[config.mk]
export PLATFORM = sky130hd
export DESIGN_NAME = mem_arbiter
export DESIGN_NICKNAME = d
export VERILOG_FILES = /design/src/rtl/cpu_types_pkg.sv /design/src/rtl/wait_counter.sv /design/src/rtl/mem_arbiter.sv
export SDC_FILE = /design/constraint.sdc
export NUM_CORES = 1
export LEC_CHECK = 0
export CORE_ASPECT_RATIO = 1.4
export CORE_MARGIN = 10
export CORE_UTILIZATION = 46
export CTS_BUF_LIST = sky130_fd_sc_hd__clkbuf_2 sky130_fd_sc_hd__clkbuf_4 sky130_fd_sc_hd__clkbuf_8
export DETAILED_ROUTE_END_ITERATION = 12
export PLACE_DENSITY = 0.95
export SYNTH_ARGS = -nofsm -noshare
export SYNTH_HDL_FRONTEND = slang
export SYNTH_HIERARCHICAL = 1
export SYNTH_SLANG_ARGS = --single-unit
[constraint.sdc]
create_clock -name CLK -period 3.1 [get_ports CLK]
set_input_delay 0.62 -clock CLK [delete_from_list [all_inputs] [get_ports CLK]]
set_output_delay 0.62 -clock CLK [all_outputs]
set_load 0.02 [all_outputs]
[src/rtl/cpu_types_pkg.sv]
// Shared types for the memory arbiter: RAM status codes, arbiter states and the word type.
package cpu_types_pkg;

  localparam int unsigned WORD_W = 32;

  typedef logic [WORD_W-1:0] word_t;

  typedef enum logic [1:0] {
    FREE   = 2'd0,
    BUSY   = 2'd1,
    ACCESS = 2'd2,
    ERROR  = 2'd3
  } ramstate_t;

  typedef enum logic [1:0] {
    IDLE   = 2'd0,
    DGRANT = 2'd1,
    IGRANT = 2'd2,
    FAULT  = 2'd3
  } arb_state_t;

endpackage

[src/rtl/wait_counter.sv]
// Counts cycles a granted request has spent waiting on the RAM; flags once TIMEOUT is reached.
module wait_counter #(
  parameter int unsigned TIMEOUT = 255
) (
  input  logic clk,
  input  logic rst_n,
  input  logic clr_i,
  input  logic en_i,
  output logic expired_o
);

  localparam int unsigned CNT_W = $clog2(TIMEOUT + 1);

  logic [CNT_W-1:0] count_q;
  logic [CNT_W-1:0] count_d;

  assign expired_o = (count_q >= CNT_W'(TIMEOUT));

  // Saturate at TIMEOUT so the flag can never wrap back to zero.
  always_comb begin
    count_d = count_q;
    if (clr_i) begin
      count_d = '0;
    end else if (en_i && !expired_o) begin
      count_d = count_q + CNT_W'(1);
    end
  end

  always_ff @(posedge clk or negedge rst_n) begin
    if (!rst_n) begin
      count_q <= '0;
    end else begin
      count_q <= count_d;
    end
  end

endmodule

[src/rtl/mem_arbiter.sv]
// Single-port RAM arbiter: data requests win over fetches, no preemption, one bubble
// between accesses, and a sticky fault on RAM error or wait timeout.
module mem_arbiter
  import cpu_types_pkg::*;
#(
  parameter int unsigned ADDR_W  = 32,
  parameter int unsigned DATA_W  = 32,
  parameter int unsigned TIMEOUT = 255
) (
  input  logic              CLK,
  input  logic              nRST,
  input  logic              iREN,
  input  logic [ADDR_W-1:0] iaddr,
  input  logic              dREN,
  input  logic              dWEN,
  input  logic [ADDR_W-1:0] daddr,
  input  logic [DATA_W-1:0] dstore,
  input  logic              halt,
  output logic              ihit,
  output logic [DATA_W-1:0] iload,
  output logic              dhit,
  output logic [DATA_W-1:0] dload,
  output logic              ramREN,
  output logic              ramWEN,
  output logic [ADDR_W-1:0] ramaddr,
  output logic [DATA_W-1:0] ramstore,
  input  logic [DATA_W-1:0] ramload,
  input  logic [1:0]        ramstate,
  output logic              mem_fault
);

  arb_state_t        state_q, state_d;
  logic [ADDR_W-1:0] iaddr_q, iaddr_d;
  logic [ADDR_W-1:0] daddr_q, daddr_d;
  logic [DATA_W-1:0] dstore_q, dstore_d;
  logic              dren_q, dren_d;
  logic              dwen_q, dwen_d;

  ramstate_t rstate;
  logic      d_req;
  logic      in_grant;
  logic      cnt_clr;
  logic      cnt_en;
  logic      cnt_expired;

  assign rstate    = ramstate_t'(ramstate);
  assign d_req     = dREN | dWEN;
  assign in_grant  = (state_q == DGRANT) || (state_q == IGRANT);
  assign cnt_clr   = !in_grant;
  assign cnt_en    = in_grant && ((rstate == FREE) || (rstate == BUSY));
  assign mem_fault = (state_q == FAULT);

  wait_counter #(
    .TIMEOUT (TIMEOUT)
  ) u_wait_counter (
    .clk       (CLK),
    .rst_n     (nRST),
    .clr_i     (cnt_clr),
    .en_i      (cnt_en),
    .expired_o (cnt_expired)
  );

  always_comb begin
    state_d  = state_q;
    iaddr_d  = iaddr_q;
    daddr_d  = daddr_q;
    dstore_d = dstore_q;
    dren_d   = dren_q;
    dwen_d   = dwen_q;
    ihit     = 1'b0;
    dhit     = 1'b0;
    iload    = '0;
    dload    = '0;
    ramREN   = 1'b0;
    ramWEN   = 1'b0;
    ramaddr  = '0;
    ramstore = '0;

    case (state_q)
      IDLE: begin
        if (d_req) begin
          state_d  = DGRANT;
          daddr_d  = daddr;
          dstore_d = dstore;
          dren_d   = dREN;
          dwen_d   = dWEN;
        end else if (iREN && !halt) begin
          state_d = IGRANT;
          iaddr_d = iaddr;
        end
      end

      // Enables follow the live request so a withdrawal drops them in the same cycle.
      DGRANT: begin
        ramaddr  = daddr_q;
        ramstore = dstore_q;
        if (d_req) begin
          ramWEN = dwen_q;
          ramREN = dren_q & ~dwen_q;
        end
        if (rstate == ERROR) begin
          state_d = FAULT;
        end else if (!d_req) begin
          state_d = IDLE;
        end else if (rstate == ACCESS) begin
          dhit    = 1'b1;
          dload   = ramload;
          state_d = IDLE;
        end else if (cnt_expired) begin
          state_d = FAULT;
        end
      end

      IGRANT: begin
        ramaddr = iaddr_q;
        ramREN  = iREN;
        if (rstate == ERROR) begin
          state_d = FAULT;
        end else if (!iREN) begin
          state_d = IDLE;
        end else if (rstate == ACCESS) begin
          ihit    = 1'b1;
          iload   = ramload;
          state_d = IDLE;
        end else if (cnt_expired) begin
          state_d = FAULT;
        end
      end

      FAULT: begin
        state_d = FAULT;
      end
    endcase
  end

  always_ff @(posedge CLK or negedge nRST) begin
    if (!nRST) begin
      state_q  <= IDLE;
      iaddr_q  <= '0;
      daddr_q  <= '0;
      dstore_q <= '0;
      dren_q   <= 1'b0;
      dwen_q   <= 1'b0;
    end else begin
      state_q  <= state_d;
      iaddr_q  <= iaddr_d;
      daddr_q  <= daddr_d;
      dstore_q <= dstore_d;
      dren_q   <= dren_d;
      dwen_q   <= dwen_d;
    end
  end

endmodule

* Yosys cells after proc, flatten, opt, wreduce, memory -nomap -nowiden
Cells that the tools add are included.
** Word-level totals
- Output and inout port bits :: 133
- Bits of input ports :: 136
- Word-level logic and storage cells :: 63
- Bits in registers :: 108
** Operators by class
- Bitwise gates (word level) :: 4
- $add $sub $neg :: 1
- Reductions and logical operators :: 11
- Muxes and demuxes :: 31
- $lt $le $gt $ge :: 1
- Eq/ne operators :: 8
** Operators by type and width (count)
- two-way mux 32 bit :: 8
- one-hot mux 32 bit (2 select lines) :: 1
- two-way mux 2 bit :: 8
- two-way mux 8 bit :: 2
- two-way mux 1 bit :: 10
- adder 8 x 1 -> 8 bit (second input constant) :: 1
- equality test 2 bit (second input constant) :: 4
- >= comparator 8 bit (second input constant) :: 1
- one-hot mux 2 bit (4 select lines) :: 1
- equality test 2 x 1 -> 1 bit (second input constant) :: 2
- zero test 2 bit :: 2
- logical AND 1 bit :: 3
- != test 3 bit (second input constant) :: 1
- AND reduction 3 bit :: 1
- zero test 1 bit :: 2
- logical OR 1 bit :: 2
- != test 2 x 1 -> 1 bit (second input constant) :: 1
- NOT 1 bit :: 2
- one-hot mux 1 bit (2 select lines) :: 1
- AND reduction 2 bit :: 1
- AND 1 bit :: 1
- OR 1 bit :: 1

* Depth between registers and ports, before layout
- Word-level depth :: 6
- Mapped depth :: 7
- Depth with buffers taken out :: 7

* Modules after synthesis
The synthesis kept the hierarchy.
** By module, submodules not included
- mem_arbiter :: area each 5083.6 um2, sequential area each 2502.4 um2, times used 1, cells an instance 424
- wait_counter :: area each 471.7 um2, sequential area each 200.2 um2, times used 1, cells an instance 44

* Worst setup path before layout
No wires, ideal clock.
- Kind :: register to output
- From :: register state_q[1]
- To :: output port ramaddr[10]
- Path buffers :: 2
- Required time :: 2.480 ns
- Stages on the path, launching flop included :: 7
- Arrival :: 1.565 ns
- Setup slack :: 0.915 ns
- Cell sequence :: dfrtp_1 inv_1 ha_1 clkbuf_1 clkbuf_1 a22oi_1 nor2_1
** Between the ends
- Word-level cells in the longest chain between the ends :: 2
- Elaborated cells on any way between the ends :: 3
- Classes of those cells :: 2 x eq/ne; 1 x mux
** Ends and longest elaborated chain
- start, declared :: RTL line mem_arbiter.sv:32 : arb_state_t state_q, state_d;
- start signal, assigned :: RTL line mem_arbiter.sv:145 : state_q <= state_d;
- equality test 2 bit or equality test 2 x 1 -> 1 bit (tied branches) :: RTL line mem_arbiter.sv:79 : case (state_q)
- one-hot mux 32 bit (2 select lines) * :: RTL line mem_arbiter.sv:79
- end, declared :: RTL line mem_arbiter.sv:25 : output logic [ADDR_W-1:0] ramaddr,
Every way passes the cells marked *; elsewhere a longest branch is shown, timed or not.

* Worst setup path after layout
- From :: input port dWEN
- To :: output port ramREN
** Between the ends
- Word-level cells in the longest chain between the ends :: 3
** Ends and longest elaborated chain
- start, declared :: RTL line mem_arbiter.sv:15 : input logic dWEN,
- OR 1 bit :: RTL line mem_arbiter.sv:47 : assign d_req = dREN | dWEN;
- two-way mux 1 bit :: RTL line mem_arbiter.sv:97 : if (d_req) begin
- one-hot mux 1 bit (2 select lines) :: RTL line mem_arbiter.sv:79
- end, declared :: RTL line mem_arbiter.sv:23 : output logic ramREN,
No other way between the ends.

==> impl_results.rst <==
.. list-table::
   :header-rows: 1

   * - Metric
     - Value
   * - Result of the run
     - finished, final reports clean
   * - Post-route antenna net violation count
     - 0
   * - Total wire length
     - roughly 21 mm
   * - Net count after synthesis
     - roughly 610
   * - Share of post-route cells with drive strength above 1
     - between 10% and 20%
   * - Worst vdd rail ir drop
     - between 0.5 and 0.6 mV
   * - Register bit total from synthesis
     - ~110
   * - Required time of the worst setup path
     - between 2 and 2.5 ns
   * - Total design power
     - approximately 7.5 mW
   * - Fraction of synthesized area in multiplexers
     - 22.5%
   * - Number of search-and-repair iterations in the first detailed-routing pass
     - 4
   * - Total number of yosys warnings
     - 6
   * - Endpoint of the worst register-to-register path
     - u_wait_counter/count_q[7]
   * - Final total negative setup slack
     - 0 ns
   * - Core region area
     - around 12000 sq um
   * - Final count of negative-setup-slack endpoints
     - 0
   * - Number of global-route vias before repair
     - 5402
   * - Clock slew at reported path FFs
     - around 0.12 ns
   * - Post-placement worst setup slack
     - 0.0107 ns
   * - Element type at the critical path end
     - output pin
   * - Instance count of the mapped netlist
     - between 400 and 500
   * - Largest area contributor in the synthesized netlist
     - dfrtp_1
   * - Simple-gate share of the synthesized area
     - between 10% and 20%
   * - Maximum clock rate
     - about 0.33 GHz
   * - Wire length per cell after detailed routing
     - around 23 microns
   * - Global Route Usage Sum
     - between 20% and 30%
   * - Effective utilization at floorplan
     - 47.0%
   * - Total via count in the routed design
     - about 4800
   * - Largest fanout on the critical path
     - 4
   * - Share of the synthesized area in the top cell type
     - around half
   * - Most common cell in the netlist
     - dfrtp_1
   * - Critical Path Start Type
     - primary input
   * - Final cell area excluding filler cells
     - between 8000 and 9000 sq um
   * - Complex-gate fraction of the synthesized area
     - under 10%
   * - Drt initial violations
     - 249
   * - Worst-case reg-to-reg path depth
     - 8
   * - Final weighted congestion in routability-driven placement
     - between 1 and 1.5
   * - Die footprint
     - 16900 sq um
   * - Leakage power
     - ~4.6 nW
   * - Post-placement cell count
     - 867
   * - Height of the die
     - 150 microns
   * - Vias per cell
     - ~5.4
   * - Global-route congestion overflow total
     - 0
   * - Dominant combinational cell family by area after synthesis
     - multiplexers
   * - Arrival time at the worst endpoint
     - about 2.4 ns
   * - Origin of the critical flop-to-flop path
     - state_q[0]
   * - Worst setup path category
     - in2out
   * - H-tree depth
     - 3
   * - Post-detailed-route DRC marker count
     - 0
   * - Total count of hold-check failures in the final report
     - 0
   * - Combined area of the multi-input logic cells
     - 2670 sq um
   * - Final core utilization
     - 74.1%
   * - Relative max-transition margin
     - a little over two thirds
   * - Register-to-register path setup slack
     - between 0.9 and 1 ns
   * - Leading cell types by count after synthesis
     - 108 x dfrtp_1, 96 x and2_1, 49 x mux2_2, 39 x mux2_4, 37 x nor2_1
   * - Reg area
     - between 2000 and 3000 sq um
   * - Avg Cell Area, Syn
     - roughly 12 sq um
   * - Crit path launch
     - dWEN
   * - Post-route setup slack
     - 0.0668 ns
   * - Standard-cell rows
     - 47
   * - Relative area change from synthesis to final layout
     - 57.7%
   * - CTS Sinks
     - ~110
   * - Width of the die
     - approximately 110 microns
   * - Netlist area before placement
     - between 5000 and 6000 sq um
   * - Ys flop type
     - dfrtp_1
   * - Library cells used by synthesis
     - 45
   * - Minimum clock period after layout
     - roughly 3.0 ns
   * - Worst hold path type
     - in2async
   * - Largest net degree at the start of global routing
     - 66
   * - Insertion delay to the later sink of the worst-skew pair
     - approximately 0.38 ns
   * - First-pass GRT wire length
     - ~31 mm
   * - Non-filler instance count after layout
     - a little under 900
   * - Async SR Flop Fraction
     - 100%
   * - Parity-gate share of the synthesized area counting xor and xnor cells
     - 0%
   * - Count of input and output buffers
     - 268
   * - Filler cells
     - 749
   * - Number of enable-type register cells in the synthesized netlist
     - 0
   * - Final count of pins violating max slew
     - 0
   * - Final #Nets
     - between 800 and 900
   * - Cell Area, Placed
     - 8440 sq um
   * - HPWL reported at the end of detailed placement
     - between 15 and 20 mm
   * - Fraction of the mapped netlist area in adder cells
     - under 10%
   * - Total power per unit cell area
     - 856 nW/um^2
   * - Setup skew after layout
     - between 0.015 and 0.02 ns
   * - Worst-Margin Slew
     - approximately 0.44 ns
   * - Worst hold-check slack
     - between 0.15 and 0.2 ns
   * - Sequential area share after synthesis
     - approximately half
   * - Clock root buffer
     - clkbuf_8
   * - Max clock buf depth
     - 2
   * - I/O pin count
     - 269
   * - Maximum capacitance violations
     - 0
   * - Most area-consuming cells after synthesis
     - dfrtp_1 49%, and2_1 11%, mux2_4 11%
   * - Antenna violations before repair
     - 2
   * - Count of buffers added by post-CTS timing repair for setup
     - 0
   * - Share of the clock period used by the worst path after layout
     - 97.8%
   * - Clock tree from TritonCTS
     - built
   * - # hold bufs at CTS
     - 0
   * - Number of CTS-inserted buffers
     - 9
-- layout by cell type, fill, tap and decap left out, types with 2 or more instances in the layout --
cell | Yosys | final
nand2_1 | 9 | 9
and2_1 | 96 | 96
dlymetal6s2s_1 | 0 | 47
nor2_1 | 37 | 36
buf_4 | 0 | 13
a31oi_1 | 3 | 3
dfrtp_1 | 108 | 108
nor2_2 | 1 | 2
o211ai_1 | 3 | 3
nand3_1 | 2 | 2
mux2_1 | 9 | 9
mux2_4 | 39 | 39
a21oi_1 | 6 | 6
buf_12 | 0 | 6
and4_1 | 2 | 2
mux2_2 | 49 | 49
and3_1 | 2 | 2
ha_2 | 0 | 2
nand2b_1 | 4 | 4
clkdlybuf4s50_1 | 0 | 217
ha_1 | 5 | 3
o21ai_0 | 2 | 2
inv_6 | 0 | 2
clkinvlp_4 | 0 | 2
clkbuf_8 | 0 | 9
nor3_1 | 3 | 3
inv_1 | 4 | 4
a22oi_1 | 32 | 32
-- kinds of logic after synthesis --
logic type | after synthesis
and+or+nand+nor | 167
muxes | 98
buffers and inverters | 37
AOI/OAI and AO/OA | 53
DFF | 108
adders and majority gates | 5
-- worst max-delay path by stage --
stage                     slack, ns           to
after CTS                     0.009    iload[17]
after detailed placement       0.01    iload[17]
after global placement        0.003     dload[1]
after floorplan                0.91  ramaddr[10]
after global routing          -0.03     dload[2]
final                          0.07       ramREN
-- report_power, final --
group / internal, mW / switching, mW / leakage, nW / total (mW)
registers: 2.07 / 0.384 / 1.31 / 2.46
logic: 2.19 / 2.01 / 3.19 / 4.20
clock network: 0.312 / 0.529 / 0.0911 / 0.841
-- timing repair --
item	in CTS	in global routing
endpoints found under the hold margin	0	0
resized for setup	2	49
setup endpoints to repair	31	76
-- layer usage --
metal	vias to the layer above	wire length (microns)	GRT usage, %
met5	-	9	0
met4	2	500	8.02
met3	32	2190	9.54
met2	267	10500	41.1
met1	2326	7400	24.6
li1	2134	-	-
-- flip-flops by register name, summed over array words and instances, names as in the netlist --
name                    cells
dwen_q                      1
state_q                     2
dren_q                      1
dstore_q                   32
u_wait_counter/count_q      8
daddr_q                    32
iaddr_q                    32
-- cell type report --
cell class / instances / area share, %
multi-input combinational: 323 / 30.5
tap: 147 / 2.10
clock inverter: 7 / 0.785
clock buffer: 9 / 1.41
inverter: 5 / 0.214
timing repair buffer: 284 / 34.2
antenna: 1 / 0.0286
sequential: 108 / 30.8
-- worst max-delay path, cell delays in order --
cell and delay (ns):
clkdlybuf4s50_1 0.54, o21ai_1 0.13, buf_4 0.17, nand3b_1 0.15, a21oi_1 0.16, clkdlybuf4s50_1 0.65
Power figures use the tool's default switching activity.
